File: src/rtl/alu_pipe_if.sv
// Bus between the register-file read stage, alu_pipe and write-back.
// master: operation source (drives in_valid/opcode/a/b, sees in_ready and results)
// slave : alu_pipe (accepts operations, drives result/flags/out_valid/op_err/in_ready)
interface alu_pipe_if #(
    parameter int unsigned WIDTH = 16
) ();
    logic             in_valid;
    logic             in_ready;
    logic [7:0]       opcode;
    logic [WIDTH-1:0] a;
    logic [WIDTH-1:0] b;
    logic [WIDTH-1:0] result;
    logic [4:0]       flags;
    logic             out_valid;
    logic             op_err;

    modport master (
        output in_valid, opcode, a, b,
        input  in_ready, result, flags, out_valid, op_err
    );

    modport slave (
        input  in_valid, opcode, a, b,
        output in_ready, result, flags, out_valid, op_err
    );
endinterface

File: src/rtl/alu_pipe.sv
// Registered ALU with stored status flags and an iterative shift-add multiply.
// Ports: clk, rst_n (async active-low), bus (alu_pipe_if.slave):
//   in_valid/in_ready handshake, opcode/a/b operands, result/flags registered
//   outputs, out_valid and op_err one-cycle strobes.
// flags: [0] N, [1] L, [2] F (overflow), [3] C, [4] Z.
module alu_pipe #(
    parameter int unsigned WIDTH = 16,
    parameter int unsigned SHW   = $clog2(WIDTH)
) (
    input logic       clk,
    input logic       rst_n,
    alu_pipe_if.slave bus
);
    localparam int unsigned CW = SHW + 1;
    localparam int unsigned FN = 0;
    localparam int unsigned FL = 1;
    localparam int unsigned FF = 2;
    localparam int unsigned FC = 3;
    localparam int unsigned FZ = 4;

    localparam logic [3:0] OP_AND   = 4'h1;
    localparam logic [3:0] OP_OR    = 4'h2;
    localparam logic [3:0] OP_XOR   = 4'h3;
    localparam logic [3:0] OP_ADDCU = 4'h4;
    localparam logic [3:0] OP_ADD   = 4'h5;
    localparam logic [3:0] OP_ADDU  = 4'h6;
    localparam logic [3:0] OP_ADDC  = 4'h7;
    localparam logic [3:0] OP_SUB   = 4'h9;
    localparam logic [3:0] OP_CMP   = 4'hB;
    localparam logic [3:0] OP_MUL   = 4'hE;
    localparam logic [3:0] CL_REG   = 4'h0;
    localparam logic [3:0] CL_SHF   = 4'h8;
    localparam logic [3:0] SH_LSH   = 4'h4;
    localparam logic [3:0] SH_ALSH  = 4'h6;
    localparam logic [3:0] SH_RSH   = 4'hC;
    localparam logic [3:0] SH_ARSH  = 4'hE;

    typedef enum logic {IDLE, MUL_BUSY} state_t;

    state_t             state, state_nx;
    logic [WIDTH-1:0]   result_q, result_nx;
    logic [4:0]         flags_q, flags_nx;
    logic               out_valid_q, out_valid_nx;
    logic               op_err_q, op_err_nx;
    logic               in_ready_q, in_ready_nx;
    logic [2*WIDTH-1:0] mcand_q, mcand_nx;
    logic [2*WIDTH-1:0] acc_q, acc_nx, acc_step;
    logic [WIDTH-1:0]   mplier_q, mplier_nx;
    logic [CW-1:0]      cnt_q, cnt_nx;

    logic [3:0]         cls, ext, op;
    logic [7:0]         imm8;
    logic [WIDTH-1:0]   opb, alu_res;
    logic [4:0]         alu_flg;
    logic               is_shf, is_mul, known, cin, ult, slt, sh_over;
    logic [WIDTH:0]     sum, dif;
    logic [SHW-1:0]     sh_amt;

    assign bus.result    = result_q;
    assign bus.flags     = flags_q;
    assign bus.out_valid = out_valid_q;
    assign bus.op_err    = op_err_q;
    assign bus.in_ready  = in_ready_q;

    function automatic logic is_alu_code(input logic [3:0] c);
        case (c)
            OP_AND, OP_OR, OP_XOR, OP_ADDCU, OP_ADD,
            OP_ADDU, OP_ADDC, OP_SUB, OP_CMP: is_alu_code = 1'b1;
            default:                          is_alu_code = 1'b0;
        endcase
    endfunction

    function automatic logic is_signed_imm(input logic [3:0] c);
        return (c == OP_ADD) || (c == OP_ADDC) || (c == OP_SUB) || (c == OP_CMP);
    endfunction

    // Decode register/shift/immediate forms and evaluate the single-cycle ops.
    always_comb begin
        cls     = bus.opcode[7:4];
        ext     = bus.opcode[3:0];
        imm8    = {ext, bus.b[3:0]};
        op      = ext;
        opb     = bus.b;
        is_shf  = 1'b0;
        is_mul  = 1'b0;
        known   = 1'b0;
        alu_res = '0;
        alu_flg = '0;
        if (cls == CL_REG) begin
            is_mul = (ext == OP_MUL);
            known  = is_alu_code(ext) || is_mul;
        end else if (cls == CL_SHF) begin
            is_shf = 1'b1;
            known  = (ext == SH_LSH) || (ext == SH_ALSH) || (ext == SH_RSH) || (ext == SH_ARSH);
        end else begin
            // Immediate form: class selects the op, imm8 replaces b.
            op    = cls;
            known = is_alu_code(cls);
            opb   = is_signed_imm(cls) ? {{(WIDTH-8){imm8[7]}}, imm8}
                                       : {{(WIDTH-8){1'b0}}, imm8};
        end

        cin     = ((op == OP_ADDC) || (op == OP_ADDCU)) & flags_q[FC];
        sum     = {1'b0, bus.a} + {1'b0, opb} + (WIDTH+1)'(cin);
        dif     = {1'b0, bus.a} - {1'b0, opb};
        ult     = dif[WIDTH];
        slt     = $signed(bus.a) < $signed(opb);
        sh_amt  = bus.b[SHW-1:0];
        sh_over = |(bus.b >> SHW);

        if (is_shf) begin
            case (ext)
                SH_LSH, SH_ALSH: alu_res = sh_over ? '0 : (bus.a << sh_amt);
                SH_RSH:          alu_res = sh_over ? '0 : (bus.a >> sh_amt);
                SH_ARSH:         alu_res = sh_over ? {WIDTH{bus.a[WIDTH-1]}}
                                                   : WIDTH'($signed(bus.a) >>> sh_amt);
                default:         alu_res = '0;
            endcase
            alu_flg[FN] = alu_res[WIDTH-1];
        end else begin
            case (op)
                OP_ADD, OP_ADDU, OP_ADDC, OP_ADDCU: begin
                    alu_res     = sum[WIDTH-1:0];
                    alu_flg[FC] = sum[WIDTH];
                    alu_flg[FN] = sum[WIDTH-1];
                    if ((op == OP_ADD) || (op == OP_ADDC))
                        alu_flg[FF] = (bus.a[WIDTH-1] == opb[WIDTH-1]) &&
                                      (sum[WIDTH-1] != bus.a[WIDTH-1]);
                end
                OP_SUB: begin
                    alu_res     = dif[WIDTH-1:0];
                    alu_flg[FC] = ult;
                    alu_flg[FL] = ult;
                    alu_flg[FN] = slt;
                    alu_flg[FF] = (bus.a[WIDTH-1] != opb[WIDTH-1]) &&
                                  (dif[WIDTH-1] != bus.a[WIDTH-1]);
                end
                OP_CMP: begin
                    alu_flg[FL] = ult;
                    alu_flg[FN] = slt;
                end
                OP_AND: begin
                    alu_res     = bus.a & opb;
                    alu_flg[FN] = alu_res[WIDTH-1];
                end
                OP_OR: begin
                    alu_res     = bus.a | opb;
                    alu_flg[FN] = alu_res[WIDTH-1];
                end
                OP_XOR: begin
                    alu_res     = bus.a ^ opb;
                    alu_flg[FN] = alu_res[WIDTH-1];
                end
                default: ;
            endcase
        end
        // CMP reports equality in Z; everything else reports a zero result.
        alu_flg[FZ] = (!is_shf && (op == OP_CMP)) ? (bus.a == opb) : (alu_res == '0);
    end

    assign acc_step = acc_q + (mplier_q[0] ? mcand_q : '0);

    // Next-state and registered-output logic.
    always_comb begin
        state_nx     = state;
        result_nx    = result_q;
        flags_nx     = flags_q;
        out_valid_nx = 1'b0;
        op_err_nx    = 1'b0;
        mcand_nx     = mcand_q;
        mplier_nx    = mplier_q;
        acc_nx       = acc_q;
        cnt_nx       = cnt_q;
        case (state)
            IDLE: begin
                if (bus.in_valid && in_ready_q) begin
                    if (!known) begin
                        result_nx    = '0;
                        op_err_nx    = 1'b1;
                        out_valid_nx = 1'b1;
                    end else if (is_mul) begin
                        mcand_nx  = {{WIDTH{1'b0}}, bus.a};
                        mplier_nx = bus.b;
                        acc_nx    = '0;
                        cnt_nx    = CW'(WIDTH);
                        state_nx  = MUL_BUSY;
                    end else begin
                        result_nx    = alu_res;
                        flags_nx     = alu_flg;
                        out_valid_nx = 1'b1;
                    end
                end
            end
            MUL_BUSY: begin
                // One partial product per cycle; the last one retires the result.
                acc_nx    = acc_step;
                mcand_nx  = mcand_q << 1;
                mplier_nx = mplier_q >> 1;
                cnt_nx    = cnt_q - CW'(1);
                if (cnt_q == CW'(1)) begin
                    result_nx    = acc_step[WIDTH-1:0];
                    flags_nx     = '0;
                    flags_nx[FN] = acc_step[WIDTH-1];
                    flags_nx[FC] = |acc_step[2*WIDTH-1:WIDTH];
                    flags_nx[FZ] = (acc_step[WIDTH-1:0] == '0);
                    out_valid_nx = 1'b1;
                    state_nx     = IDLE;
                end
            end
            default: state_nx = IDLE;
        endcase
        in_ready_nx = (state_nx == IDLE);
    end

    // State and output registers.
    always_ff @(posedge clk or negedge rst_n) begin
        if (!rst_n) begin
            state       <= IDLE;
            result_q    <= '0;
            flags_q     <= '0;
            out_valid_q <= 1'b0;
            op_err_q    <= 1'b0;
            in_ready_q  <= 1'b1;
            mcand_q     <= '0;
            mplier_q    <= '0;
            acc_q       <= '0;
            cnt_q       <= '0;
        end else begin
            state       <= state_nx;
            result_q    <= result_nx;
            flags_q     <= flags_nx;
            out_valid_q <= out_valid_nx;
            op_err_q    <= op_err_nx;
            in_ready_q  <= in_ready_nx;
            mcand_q     <= mcand_nx;
            mplier_q    <= mplier_nx;
            acc_q       <= acc_nx;
            cnt_q       <= cnt_nx;
        end
    end
endmodule

File: src/flat_wrapper.sv
// flat-port wrapper written by rule: the top's interface ports become plain ports
module alu_pipe_flat 
#(
    parameter int unsigned WIDTH = 16,
    parameter int unsigned SHW   = $clog2(WIDTH)
)
  (clk, rst_n, bus_in_valid, bus_opcode, bus_a, bus_b, bus_in_ready, bus_result, bus_flags, bus_out_valid, bus_op_err);
  alu_pipe_if #(.WIDTH(WIDTH)) bus_i ();
  input logic clk;
  input logic rst_n;
  input wire logic [$bits(bus_i.in_valid)-1:0] bus_in_valid;
  input wire logic [$bits(bus_i.opcode)-1:0] bus_opcode;
  input wire logic [$bits(bus_i.a)-1:0] bus_a;
  input wire logic [$bits(bus_i.b)-1:0] bus_b;
  output wire logic [$bits(bus_i.in_ready)-1:0] bus_in_ready;
  output wire logic [$bits(bus_i.result)-1:0] bus_result;
  output wire logic [$bits(bus_i.flags)-1:0] bus_flags;
  output wire logic [$bits(bus_i.out_valid)-1:0] bus_out_valid;
  output wire logic [$bits(bus_i.op_err)-1:0] bus_op_err;
  assign bus_i.in_valid = bus_in_valid;
  assign bus_i.opcode = bus_opcode;
  assign bus_i.a = bus_a;
  assign bus_i.b = bus_b;
  assign bus_in_ready = bus_i.in_ready;
  assign bus_result = bus_i.result;
  assign bus_flags = bus_i.flags;
  assign bus_out_valid = bus_i.out_valid;
  assign bus_op_err = bus_i.op_err;
  alu_pipe #(.WIDTH(WIDTH), .SHW(SHW)) u_core (.clk(clk), .rst_n(rst_n), .bus(bus_i));
endmodule
File: config.mk
export PLATFORM = sky130hd
export DESIGN_NAME = alu_pipe_flat
export DESIGN_NICKNAME = d
export VERILOG_FILES = /design/src/rtl/alu_pipe_if.sv /design/src/rtl/alu_pipe.sv /design/src/flat_wrapper.sv
export SDC_FILE = /design/constraint.sdc
export NUM_CORES = 1
export LEC_CHECK = 0
export ABC_AREA = 1
export CORE_MARGIN = 2
export CORE_UTILIZATION = 65
export CTS_BUF_LIST = sky130_fd_sc_hd__clkbuf_2
export CTS_CLUSTER_DIAMETER = 100
export DETAILED_ROUTE_END_ITERATION = 7
export GPL_TIMING_DRIVEN = 0
export HOLD_SLACK_MARGIN = 0.02
export PLACE_DENSITY = 0.95
export SETUP_SLACK_MARGIN = 0.05
export SKIP_LAST_GASP = 1
export SLEW_MARGIN = 25
export SYNTH_ARGS = -nofsm -noshare
export SYNTH_HDL_FRONTEND = slang
export SYNTH_SLANG_ARGS = --single-unit
export TNS_END_PERCENT = 5
File: constraint.sdc
create_clock -name clk -period 7.13 [get_ports clk]
set_clock_uncertainty 0.05 [all_clocks]
set_input_delay 1.426 -clock clk [delete_from_list [all_inputs] [get_ports clk]]
set_output_delay 1.426 -clock clk [all_outputs]
set_load 0.02 [all_outputs]
==> qor.log, run 1 <==
[run_status] outcome finished, violations left
[run_status] violations in the final reports design-rule violations
[min_path] Min-Delay Endpoint u_core.bus.result[15]
[global_route] maximum number of pins on one net before global-route repair 62
[cts] clock tree root buffer cell clkbuf_2
[logic_synthesis] share of synthesized flip-flops with an asynchronous set or reset 1.00
[die] floorplan die width 137 um
[setup_path] worst path bufs/invs 4
[power] combinational group share of total power 0.580
[setup_path] Critical Path Source Type input pin
[logic_synthesis] adder-cell area share of the yosys netlist 0.0962
[placed_design] port bufs 65
[timing] Achievable Freq 0.182 GHz
[logic_synthesis] register bit count reported by yosys 110
[logic_synthesis] xor and xnor area share after synthesis 0.0259
[cts] number of H-tree branching levels 3
[setup_path] worst r2r dst u_core.bus.flags[3]
[placed_design] placer congestion estimate 1.10
[logic_synthesis] post-synthesis instance total 1852
[logic_synthesis] post-synthesis instance area 11500 um^2
[timing] Hold Slack 0.481 ns
[logic_synthesis] fraction of the mapped netlist area in compound gates 0.164
[cts] TritonCTS clock tree yes
[final_layout] fraction of layout instances using a drive strength above 1 0.0486
[job] number of max-cap violations 0
[setup_path] Worst R2R Setup Slack 3.27 ns
[placed_design] area post-placement 12500 um^2
[die] number of primary I/O pins 67
[logic_synthesis] number of enable-type register cells in the synthesized netlist 0
[timing] Max transition margin 0.491
[setup_path] Register-to-Register Path Depth 21
[global_route] gr ovfl total 0
[power] internal power 1300 uW
[setup_path] startpoint of the worst register-to-register path u_core.mplier_q[0]
[global_route] aggregate global-route resource usage 0.456
[timing] count of pins over their slew limit 0
[logic_synthesis] Seq/Total Area, Yosys 0.239
[power] Static Leak 0.00659 uW
[die] overall die height 137 um
[setup_path] signal arrival time at the worst endpoint 6.08 ns
[detailed_routing] DRC viols 20
[setup_path] slowest stage cell, crit path clkdlybuf4s50_1
[cts] post-cts resize count 0
[detailed_routing] detail-routed via count per cell 6.31
[final_layout] filler cell count in the final layout 1461
[cts] setup bufs post-CTS 0
[power] Psw 1330 uW
[cts] maximum number of buffers from clock root to sink 2
[logic_synthesis] net count after synthesis 1981
[setup_path] required time of the critical path 7.70 ns
[timing] Fin. Hold Viols 0
[logic_synthesis] Synth Area in Simple Gates 0.356
[cts] clock-pin slew on the worst setup and hold paths 0.33 ns
[cts] number of buffers created by CTS 9
[die] die outline area 18800 um^2
[timing] min cycle time layout 5.51 ns
[detailed_routing] drt total wl 42800 um
[logic_synthesis] Yosys warning total 0
[cts] sink count of the clock tree 110
[detailed_routing] Starting DRT DRC Count 1927
[logic_synthesis] number of different library cells in the post-synthesis netlist 49
[timing] unrepaired setup endpoints after global routing false
[detailed_routing] post-route ant nets 0
[power] Switching Share 0.507
[logic_synthesis] average instance area after synthesis 6.21 um^2
[setup_path] Setup crit end kind register
[power] peak supply drop 181 uV
[cts] Hold Buf Count CTS 0
[setup_path] most repeated library cell on the critical path nand2_1
[global_route] initial antenna violation count 2
[setup_path] Max stage delay on crit path 0.57 ns
[detailed_routing] count of vias placed by the detailed router 13600
[timing] Slew @ Worst Pin 0.763 ns
[timing] period utilisation layout 0.772
[logic_synthesis] combinational family with the most area after synthesis simple AND/OR/NAND/NOR gates
[final_layout] Post-Layout Inst Area 12600 um^2
[timing] aggregate negative setup slack 0 ns
[min_path] number of stages on the worst hold path 1
[cts] Clk Latency, worst-skew pair 0.68 ns
[detailed_routing] DR pass1 iterations 8
[final_layout] layout net count 2058
[setup_path] WS Path Type in2reg
[timing] setup violation total in the final timing report 0
[global_route] via count of the first global-routing pass 12600
[placed_design] post-detailed-placement half-perimeter wirelength 33800 um
[die] effective utilization at floorplan 0.665
[logic_synthesis] most used flip-flop cell after synthesis dfrtp_1
[final_layout] growth of design area from synthesis to finish 9.56%
[detailed_routing] Routed wire per std cell 19.8 um
[setup_path] family with the most delay on the worst path simple AND/OR/NAND/NOR gates
[setup_path] crit-path max FO 10
[min_path] startpoint of the lowest-slack hold path u_core.bus.result[15]
[global_route] global-route wire length before repair 65300 um
[min_path] path class of the lowest-slack min-delay path reg2reg
[power] areal power density over the cells 209 nW/um^2
[die] Row Count 48
[die] area inside the core boundary 17300 um^2
[power] relative contribution of sequential cells to total power 0.296
[final_layout] fraction of the core area covered by cells at the end of the flow 0.728
[power] fraction of power consumed by the clock network 0.124
[logic_synthesis] proportion of synthesized area in mux cells 0.000870
[placed cells by master, fill, tap and decap left out, types with 14 or more instances in the layout]
| cell type | n |
|---|---|
| nor3_1 | 18 |
| nor2_1 | 166 |
| o22ai_1 | 20 |
| o221ai_1 | 18 |
| dfrtp_1 | 109 |
| o21ai_0 | 84 |
| a31oi_1 | 14 |
| nand3_1 | 176 |
| xor2_1 | 28 |
| buf_2 | 28 |
| nand2_1 | 535 |
| clkbuf_1 | 28 |
| clkdlybuf4s50_1 | 64 |
| nand4_1 | 26 |
| a21oi_1 | 96 |
| o211ai_1 | 27 |
| o21ai_1 | 17 |
| ha_1 | 82 |
| inv_1 | 259 |
[power by group through the flow]
stage / sequential, uW / combinational [uW] / clock [uW]
after global placement: 779 / 1400 / 0
final: 779 / 1530 / 325
after floorplan: 789 / 1010 / 0
after detailed placement: 784 / 1440 / 0
after CTS: 775 / 1460 / 319
after global routing: 786 / 1670 / 343
[per-layer routing]
layer	part of all wire	global-route usage	up-vias
li1	-	-	6183
met1	0.36	0.549	6121
met2	0.44	0.720	1067
met3	0.12	0.127	260
met4	0.073	0.280	2
met5	0.00028	0	-
[synth_stat cells, drive strengths merged (2+ instances only)]
cell	number	area (um^2)
ha	82	1030
nand2	549	2120
nor3	18	90.1
o31ai	2	15.0
a21oi	96	480
nor4	4	25.0
xor2	28	245
xnor2	6	52.6
a21o	2	15.0
o21ai	102	514
inv	270	1010
o21bai	7	52.6
o221ai	18	158
clkinv	3	11.3
o21a	12	90.1
clkbuf	28	105
nand3b	5	37.5
nand3	178	901
a22o	8	70.1
and2	6	37.5
a31oi	14	87.6
o211ai	27	203
nor2	173	691
a21boi	4	30.0
o2111ai	3	26.3
dfrtp	109	2730
nand4	26	163
or2	5	31.3
buf	39	223
o22ai	20	125
fa	4	80.1
[final cells by class]
cell class                      count  area, um^2  share of cell area
Buffer                             67         328              0.0260
Timing Repair Buffer               66         679              0.0539
Tap cell                          225         282              0.0223
Inverter                          273        1020              0.0813
Sequential cell                   110        2750               0.219
Antenna cell                        1        2.50            0.000199
Clock inverter                      7        91.3             0.00725
Multi-Input combinational cell   1402        7390               0.587
Clock buffer                        9        45.0             0.00357
[per-stage QoR]
stage          total power (uW)  setup WS [ns]  cells
2_1_floorplan              1800           2.66   1852
3_3_place_gp               2180          0.609   2142
3_5_place_dp               2230           1.14   2143
4_1_cts                    2550           1.83   2159
5_1_grt                    2800           1.45   2160
6_report                   2630           1.62   2160
[flip-flops by register name, summed over array words and instances (netlist names)]
register,flops
u_core.acc_q,32
u_core.bus.flags,5
u_core.bus.result,16
u_core.cnt_q,5
u_core.mplier_q,16
u_core.bus.out_valid,1
u_core.mcand_q,32
u_core.state,1
u_core.bus.in_ready,1
u_core.bus.op_err,1
[how the worst max path moves through the flow]
stage | start | endpoint | slack, ns | cells past startpoint
floorplan | bus_opcode[5] | u_core.bus.flags[4] | 2.66 | 26
global route | bus_opcode[4] | u_core.bus.flags[4] | 1.45 | 25
CTS | bus_opcode[4] | u_core.bus.flags[4] | 1.83 | 27
detailed placement | bus_opcode[4] | u_core.bus.flags[4] | 1.14 | 27
finish | bus_opcode[4] | u_core.bus.flags[4] | 1.62 | 27
global placement | rst_n | u_core.mplier_q[10] | 0.61 | 1
[logic make-up (layout without fill, tap and decap cells)]
family / Yosys count / count (layout)
AND/OR/NAND/NOR: 964 / 964
multiplexers: 1 / 1
XOR/XNOR: 34 / 34
flip-flops: 110 / 110
other: 0 / 1
AO/OA/AOI/OAI: 317 / 317
buffers and inverters: 340 / 422
adder cells (fa/ha/maj): 86 / 86
Note: power is estimated with default switching activity, not from simulation.
==> run 2, diff against run 1 <==
Settings changed: CORE_UTILIZATION 65 to 63, PLACE_DENSITY 0.95 to 0.94.
Clock period 7.13 ns to 5.5 ns, I/O delays scaled along.
==> qor.log, run 2 (synthesized netlist as in run 1, its figures left out) <==
[timing] setup violation total in the final timing report 0
[timing] Slew @ Worst Pin 0.793 ns
[detailed_routing] post-route ant nets 0
[cts] number of buffers created by CTS 9
[timing] Achievable Freq 0.195 GHz
[power] Static Leak 0.00659 uW
[setup_path] Setup crit end kind register
[die] die outline area 19400 um^2
[global_route] global-route wire length before repair 66400 um
[power] Total Power 3380 uW
[global_route] via count of the first global-routing pass 12500
[placed_design] port bufs 65
[timing] Max transition margin 0.466
[die] effective utilization at floorplan 0.640
[placed_design] area post-placement 12500 um^2
[final_layout] layout net count 2058
[cts] Clk Latency, worst-skew pair 0.68 ns
[setup_path] WS Path Type in2reg
[setup_path] Max stage delay on crit path 0.57 ns
[die] Row Count 49
[setup_path] Worst R2R Setup Slack 1.68 ns
[final_layout] most frequent cells in the layout nand2_1 (535), inv_1 (259), nand3_1 (176), nor2_1 (166), dfrtp_1 (109)
[detailed_routing] detail-routed via count per cell 6.20
[run_status] violations in the final reports design-rule violations
[detailed_routing] DRC viols 4
[die] floorplan die width 139 um
[global_route] initial antenna violation count 2
[final_layout] Post-Layout Inst Area 12600 um^2
[timing] min cycle time layout 5.13 ns
[power] peak supply drop 238 uV
[die] overall die height 139 um
[cts] clock-pin slew on the worst setup and hold paths 0.35 ns
[timing] Fin. Hold Viols 0
[global_route] aggregate global-route resource usage 0.435
[final_layout] fraction of layout instances using a drive strength above 1 0.0486
[detailed_routing] drt total wl 42500 um
[min_path] path class of the lowest-slack min-delay path in2async
[run_status] outcome finished, violations left
[detailed_routing] count of vias placed by the detailed router 13400
[cts] TritonCTS clock tree yes
[die] area inside the core boundary 18000 um^2
[cts] sink count of the clock tree 110
[timing] period utilisation layout 0.932
[die] number of primary I/O pins 67
[setup_path] required time of the critical path 6.05 ns
[detailed_routing] Starting DRT DRC Count 1507
[setup_path] Critical Path Source Type input pin
[final_layout] growth of design area from synthesis to finish 9.65%
[setup_path] most repeated library cell on the critical path nand2_1
[detailed_routing] DR pass1 iterations 8
[cts] clock tree root buffer cell clkbuf_2
[setup_path] Register-to-Register Path Depth 21
[setup_path] startpoint of the worst register-to-register path u_core.mplier_q[0]
[cts] number of H-tree branching levels 3
[setup_path] slowest stage cell, crit path clkdlybuf4s50_1
[placed_design] placer congestion estimate 1.06
[final_layout] most common cell after layout, fill and taps aside nand2_1
[cts] setup bufs post-CTS 0
[cts] post-cts resize count 0
[setup_path] crit-path max FO 10
[timing] count of pins over their slew limit 0
[job] number of max-cap violations 0
[setup_path] worst r2r dst u_core.bus.flags[3]
[cts] Hold Buf Count CTS 0
[setup_path] signal arrival time at the worst endpoint 5.68 ns
[global_route] gr ovfl total 0
[cts] maximum number of buffers from clock root to sink 2
[power] areal power density over the cells 268 nW/um^2
[setup_path] Setup crit start bus_opcode[4]
[placed_design] post-detailed-placement half-perimeter wirelength 34200 um
[timing] unrepaired setup endpoints after global routing false
[detailed_routing] Routed wire per std cell 19.6 um
[final_layout] filler cell count in the final layout 1625
[setup_path] worst setup path end u_core.bus.flags[4]
[final_layout] largest registers u_core.acc_q (32), u_core.mcand_q (32)
[global_route] maximum number of pins on one net before global-route repair 75
run 2: through the flow:
stage	util	hold slack [ns]	TNS, ns	cells	worst slack [ns]
global placement	0.692	0.420	-80.55	2146	-0.746
global route	0.702	0.229	0	2164	0.144
floorplan	-	0.398	0	1852	1.35
finish	0.702	0.214	0	2165	0.374
detailed placement	0.694	0.428	-0.104	2147	-0.104
CTS	0.702	0.231	0	2163	0.551
run 2: critical path, delay by kind of cell:
family	cells	cell delay, ns
compound gates	2	0.46
simple gates	19	2.16
fa+ha+maj	2	0.84
buf+inv	4	1.10
run 2: worst min path at each step:
stage,depth (start not counted),start,slack [ns],end
floorplan,2,u_core.acc_q[2],0.40,u_core.acc_q[2]
global placement,2,u_core.acc_q[5],0.42,u_core.acc_q[5]
detailed placement,2,u_core.acc_q[2],0.43,u_core.acc_q[2]
CTS,1,rst_n,0.23,u_core.bus.result[7]
global route,1,rst_n,0.23,u_core.bus.result[7]
finish,1,rst_n,0.21,u_core.bus.result[7]
run 2: report_power, final:
part	leakage [uW]	total (uW)	internal, uW	switching (uW)
clock	0.0000801	414	84.4	330
combinational	0.00533	1960	659	1300
sequential	0.00117	1010	931	77.1
run 2: area by class of cell:
cell class,count,area [um^2],share of cell area
buffer,67,328,0.0260
sequential,110,2750,0.218
tap,229,287,0.0227
antenna,2,5.00,0.000397
inverter,273,1020,0.0813
timing repair buffer,66,679,0.0539
clock buffer,9,45.0,0.00357
multi-input combinational,1402,7390,0.586
clock inverter,7,93.8,0.00744
run 2: layer usage:
layer | vias up | track usage | wire [um]
met5 | - | 0 | 0
met4 | 0 | 0.236 | 2620
met3 | 186 | 0.0711 | 4850
met2 | 973 | 0.713 | 19300
met1 | 6056 | 0.552 | 15700
li1 | 6198 | - | -
